===== src/rtl/regfile_scan_reader.sv =====
// Sequential reader for a 2**AW x DW register file: walks a contiguous address run and
// streams each word over valid/ready, flagging words overwritten while they wait.
module regfile_scan_reader #(
    parameter int AW    = 5,
    parameter int DW    = 32,
    parameter int CNT_W = 6
) (
    input  logic             clk,
    input  logic             rst,
    input  logic             start,
    input  logic [AW-1:0]    start_addr,
    input  logic [CNT_W-1:0] count,
    input  logic             abort,
    output logic [AW-1:0]    rf_ra,
    input  logic [DW-1:0]    rf_rd,
    input  logic             wb_we,
    input  logic [AW-1:0]    wb_wa,
    output logic [DW-1:0]    dout,
    output logic [AW-1:0]    dout_addr,
    output logic             dout_valid,
    input  logic             dout_ready,
    output logic             dout_stale,
    output logic             busy,
    output logic             done
);

    // state | meaning
    // IDLE  | waiting for start; rf_ra parked at last address
    // READ  | rf_rd valid for rf_ra this cycle; capture into dout
    // HOLD  | word presented on dout, waiting for consumer accept

    typedef enum logic [1:0] {
        IDLE = 2'd0,
        READ = 2'd1,
        HOLD = 2'd2
    } state_t;

    localparam logic [CNT_W-1:0] MAX_CNT = CNT_W'(2 ** AW);
    localparam logic [CNT_W-1:0] LAST    = CNT_W'(1);

    state_t           state;
    logic [AW-1:0]    addr;
    logic [CNT_W-1:0] remaining;

    logic [AW-1:0]    next_addr;
    logic [CNT_W-1:0] clamped_count;
    logic             wb_hit;
    logic             accept;

    assign next_addr     = addr + 1'b1;
    assign clamped_count = (count > MAX_CNT) ? MAX_CNT : count;
    // Register 0 is hard-wired, so a write to it can never change the held word.
    assign wb_hit        = wb_we && (wb_wa == dout_addr) && (wb_wa != '0);
    assign accept        = dout_valid && dout_ready;

    always_ff @(posedge clk or posedge rst) begin
        if (rst) begin
            state      <= IDLE;
            addr       <= '0;
            remaining  <= '0;
            rf_ra      <= '0;
            dout       <= '0;
            dout_addr  <= '0;
            dout_valid <= 1'b0;
            dout_stale <= 1'b0;
            busy       <= 1'b0;
            done       <= 1'b0;
        end else begin
            done <= 1'b0;
            if (abort && (state != IDLE)) begin
                state      <= IDLE;
                dout_valid <= 1'b0;
                dout_stale <= 1'b0;
                busy       <= 1'b0;
            end else begin
                case (state)
                    IDLE: begin
                        if (start && !abort && (count != '0)) begin
                            addr      <= start_addr;
                            remaining <= clamped_count;
                            rf_ra     <= start_addr;
                            busy      <= 1'b1;
                            state     <= READ;
                        end
                    end
                    READ: begin
                        // A write landing this cycle is already visible on rf_rd.
                        dout       <= rf_rd;
                        dout_addr  <= rf_ra;
                        dout_valid <= 1'b1;
                        dout_stale <= 1'b0;
                        state      <= HOLD;
                    end
                    HOLD: begin
                        if (accept) begin
                            dout_valid <= 1'b0;
                            dout_stale <= 1'b0;
                            remaining  <= remaining - LAST;
                            if (remaining == LAST) begin
                                done  <= 1'b1;
                                busy  <= 1'b0;
                                state <= IDLE;
                            end else begin
                                addr  <= next_addr;
                                rf_ra <= next_addr;
                                state <= READ;
                            end
                        end else if (wb_hit) begin
                            dout_stale <= 1'b1;
                        end
                    end
                    default: begin
                        state <= IDLE;
                        busy  <= 1'b0;
                    end
                endcase
            end
        end
    end

endmodule


===== config.mk =====
export PLATFORM = sky130hd
export DESIGN_NAME = regfile_scan_reader
export DESIGN_NICKNAME = d
export VERILOG_FILES = /design/src/rtl/regfile_scan_reader.sv
export SDC_FILE = /design/constraint.sdc
export NUM_CORES = 1
export LEC_CHECK = 0
export CAP_MARGIN = 10
export CORE_ASPECT_RATIO = 0.75
export CORE_MARGIN = 2
export CORE_UTILIZATION = 39
export CTS_BUF_LIST = sky130_fd_sc_hd__clkbuf_16
export CTS_CLUSTER_DIAMETER = 120
export DETAILED_ROUTE_END_ITERATION = 10
export HOLD_SLACK_MARGIN = 0.12
export MAX_ROUTING_LAYER = met4
export PLACE_DENSITY = 0.84
export SETUP_SLACK_MARGIN = 0.02
export SLEW_MARGIN = 20
export SYNTH_ARGS = -nofsm -noshare
export SYNTH_HDL_FRONTEND = slang
export SYNTH_SLANG_ARGS = --single-unit

===== constraint.sdc =====
create_clock -name clk -period 1.8 [get_ports clk]
set_input_delay 0.18 -clock clk [delete_from_list [all_inputs] [get_ports clk]]
set_output_delay 0.18 -clock clk [all_outputs]
set_load 0.05 [all_outputs]

### Word level (Yosys, flattened, before mapping)

Cells that the tools add are included.

* mux-type cells: 29
* bitwise gates (word level): 1
* $add $sub $neg: 2
* eq/ne operators: 12
* order comparisons: 1
* reduce and logical (&&, ||, !) cells: 20

Operator list (number)
* two-way mux 6 bit: 3
* two-way mux 5 bit: 3
* two-way mux 1 bit: 14
* one-hot mux 6 bit (2 select lines): 1
* one-hot mux 5 bit (2 select lines): 1
* inequality test 3 bit, second input constant: 3
* inequality test 2 bit, second input constant: 4
* AND reduction 2 bit: 4
* AND reduction 4 bit: 2
* equality test 6 x 1 -> 1 bit, second input constant: 1
* greater-than comparator 6 bit, second input constant: 1
* logical AND 1 bit: 6
* two-way mux 2 bit: 3
* one-hot mux 2 bit (3 select lines): 1
* nonzero test 6 bit: 1
* subtractor 6 x 1 -> 6 bit, second input constant: 1
* adder 5 x 1 -> 5 bit, second input constant: 1
* equality test 5 bit: 1
* AND reduction 5 bit: 1
* nonzero test 5 bit: 1
* inequality test 4 bit, second input constant: 1
* one-hot mux 1 bit (2 select lines): 2
* nonzero test 2 bit: 2
* one-hot mux 1 bit (3 select lines): 1
* 6 further kinds: 6

* input bits: 54
* output and inout port bits: 46
* register bits after elaboration: 54

### Longest topological paths before layout

* depth after elaboration: 7
* depth in mapped cells: 7
* mapped depth without buffers: 5

### Worst setup path before layout

No wires, ideal clock.

* kind: flip-flop to flip-flop
* from: reg dout_valid
* to: reg addr[1]
* required time: 1672 ps
* period minus slack after synthesis: 1696 ps
* arrival time: 1568 ps
* cell stages (with the launch flop): 5
* slack: 104 ps
* setup time: 128 ps
* cell sequence: dfrtp_1 -> a31oi_1 -> buf_2 -> nor3_4 -> mux2_1

* longest elaborated chain between the ends: 3

Ends and longest elaborated chain
* start: declaration: line 20 `output logic dout_valid,`
* start signal: assignment: line 64 `dout_valid <= 1'b0;`
* start signal: assignment: line 72 `dout_valid <= 1'b0;`
* start signal: assignment: line 90 `dout_valid <= 1'b1;`
* logical AND 1 bit: line 54 `assign accept = dout_valid && dout_ready;`
* inequality test 2 bit (no line)
* AND reduction 5 bit (no line)
* end signal: assignment: line 79 `addr <= start_addr;`
* end signal: assignment: line 104 `addr <= next_addr;`
* end: declaration: line 42 `logic [AW-1:0] addr;`

Every way passes these cells.
A chain may end at the register's enable or synchronous reset.

==> flow_summary.toml <==
[outcome]
status = "finished, final reports clean"

[setup_path]
worst_setup_path_start_kind = "flop"
path_buf_inv = 1
crit_family = "buffers and inverters"
crit_fanout = 5
crit_type = "reg -> out"
max_stage_delay_ns = 0.83
cp-end-kind = "output pin"
path_cells = "clkdlybuf4s50_1"
critPathRequiredTime_ns = 1.62
crit_arrival_ns = 1.55
r2r-end = "remaining[1]"
rr_startpoint = "state[1]"
crit_start = "addr[1]"
worst_path_max_delay_cell = "clkdlybuf4s50_1"
ff2ff_path_depth = 4
reg2reg_slack_ns = 0.12

[sta]
max_freq_mhz = 578.5
hold_viol = 0
tightest_slew_ns = 0.5300
report.final.slew_viol_count = 0
rsz0062_at_grt = "no"
timing.final.ws_setup_ns = 0.07150
finalSetupViolations = 0
finalCritPeriodShare = 0.9603
hold-worst-slack_ns = 0.1656
max_slew_margin = 0.6455
finalClockSkew_ns = 0.005381
finalCriticalPeriod_ns = 1.728

[clocking]
clock_path_buffers = 2
cts_tree = "yes"
htree_levels = 2
clockRootBuffer = "clkbuf_16"
cts_made_buffers = 5
path_clk_slew_ns = 0.07
cts.sinks = 54
insertion_delay_ns = 0.28

[floorplanning]
die_w_um = 97.71
row_count = 25
dieArea_mm2 = 0.007258
coreArea_mm2 = 0.006350
die-height_um = 74.29
start_util = 0.4045
io-pin-count = 100

[power_and_ir_drop]
powerDensity_mw_per_mm2 = 2079
power.share.combinational = 0.604
internal_power_mw = 4.307
p_seq_frac = 0.280
clkPwrFrac = 0.116
power.leakage_nw = 1.617
switching_share = 0.4675
ir_drop_v = 0.001209
switchingPower_mw = 3.781

[finish]
final_common_cell = "clkdlybuf4s50_1"
fin_nets = 369
multiInputGateArea_mm2 = 0.001101
n_fill_cell = 512
final_cells = 394
final_cell_mix = "clkdlybuf4s50_1 (96), dfrtp_1 (53), mux2_2 (36)"
synthToLayoutAreaGrowth_pct = 51.44
seq_area_mm2 = 0.001353
layout-drive-gt1-share = 0.2620
diodes = 0

[synth]
synth_nets = 258
synth_edf_count = 0
syn_inst = 201
synth_top_family_by_area = "multiplexers"
yosys.area.top_type_share = 0.5261
synth_seq_cells = 54
ys_types = 46
async_flop_share = 1.000
seq_area_frac_synth = 0.5261
synthXorXnorAreaFrac = 0.01364
synthAdderAreaFrac = 0.01461
synth_compound_area_frac = 0.1227
yosys.area_share.simple = 0.1047
yosysWarningCount = 0
yosysTopAreaCell = "dfrtp_1"
netlist_area_mm2 = 0.002569
synth_area_leaders = "dfrtp_1 (53%), mux2_2 (16%), a2111oi_2 (1.8%)"
syn_area_per_cell_um2 = 12.78
ys.flop_type = "dfrtp_1"
synthMuxAreaShare = 0.1724

[global_routing]
grt_pass1_vias = 2133
grt_usage = 0.1814
grt_overflow = 0
grt_max_degree = 27
grt_pass1_wl_mm = 10.26
antenna_found_initial = 0

[placed_design]
globalplace.congestion = 0.8852
pre_cts_ws_ns = -0.07856
placed_cells = 386
dp_hpwl_mm = 4.749
io_buffers = 99

[route]
drcViolationCount = 0
drt_iter0_drc = 94
post_drt_wl_per_cell_um = 15.77
wl_mm = 6.214
firstDrtPassIters = 4
vias_per_cell = 5.221
ant_nets = 0
vias = 2057

[job]
cap_violations = 0

[min_path]
min_path_type = "in -> async"
==> worst max-delay path by stage <==
stage	to	slack [ns]	depth (start not counted)
after floorplan	addr[1]	0.10	4
after global placement	remaining[1]	-0.07	6
after detailed placement	remaining[1]	-0.08	6
after CTS	rf_ra[2]	0.05	1
after global routing	rf_ra[1]	0.03	1
final	rf_ra[1]	0.07	1
==> timing repair <==
| action | CTS | global route |
|---|---|---|
| setup buffers | 0 | 0 |
| hold endpoints to repair | 0 | 0 |
| hold buffers | 0 | 0 |
| resized for setup | 0 | 4 |
| endpoints found under the setup margin | 0 | 5 |
==> per-stage QoR <==
step                utilization  instance area [um2]  total power, mW   TNS, ns
CTS                      0.6114                 3882            8.158         0
finish                   0.6126                 3890            8.088         0
floorplan                     -                 2569            5.562         0
global route             0.6126                 3890            8.513         0
global placement         0.5884                 3736            7.068  -0.06917
detailed placement       0.5884                 3736            7.179   -0.1199
==> layer usage <==
metal / up-vias / global-route usage / routed length [um]
met2: 87 / 0.2958 / 3045
li1: 962 / - / -
met5: - / - / 0
met3: 6 / 0.04887 / 427
met1: 1002 / 0.2329 / 2700
met4: 0 / 0.03549 / 40
==> worst reg2reg max path, delay by kind of cell (launching register included) <==
family           cells  cell delay, ns
flip-flops           1            0.43
multiplexers         1            0.33
AND/OR/NAND/NOR      2            0.62
AO/OA/AOI/OAI        1            0.19
==> flip-flops by register name (all words and copies together), names as in the netlist <==
register and count:
addr 5, busy 1, done 1, dout 32, dout_addr 5, dout_stale 1
dout_valid 1, remaining 6, state 2
==> final cells by class <==
| cell class | count | area share |
|---|---|---|
| clock buffers | 5 | 0.03216 |
| flip-flops and latches | 54 | 0.3477 |
| repair buffers | 117 | 0.2998 |
| clock inverters | 3 | 0.005468 |
| well taps | 81 | 0.02605 |
| inverters | 6 | 0.005790 |
| multi-input cells | 128 | 0.2831 |
==> Yosys cell counts (all sizes together), types with 4 or more instances <==
master and instances:
nand2b 4, o31ai 4, nor2 9, o21ai 4
inv 6, nand3 4, mux2 39, a2bb2oi 4
nor4 5, nor3 6, a21oi 6, dfrtp 54
nand2 7, buf 11
==> cell families after synthesis <==
| group | count (synthesis) |
|---|---|
| compound gates | 39 |
| mux | 39 |
| xor+xnor | 4 |
| flops | 54 |
| buf+inv | 19 |
| simple gates | 43 |
| fa+ha+maj | 3 |
==> power by group through the flow <==
| stage | registers [mW] | logic [mW] | clock network (mW) |
|---|---|---|---|
| after floorplan | 3.94 | 1.62 | 0 |
| after global placement | 2.24 | 4.82 | 0 |
| after detailed placement | 2.28 | 4.90 | 0 |
| after CTS | 2.26 | 4.92 | 0.980 |
| after global routing | 2.35 | 5.13 | 1.03 |
| final | 2.27 | 4.89 | 0.936 |
Note: power is estimated with default switching activity, not from simulation.
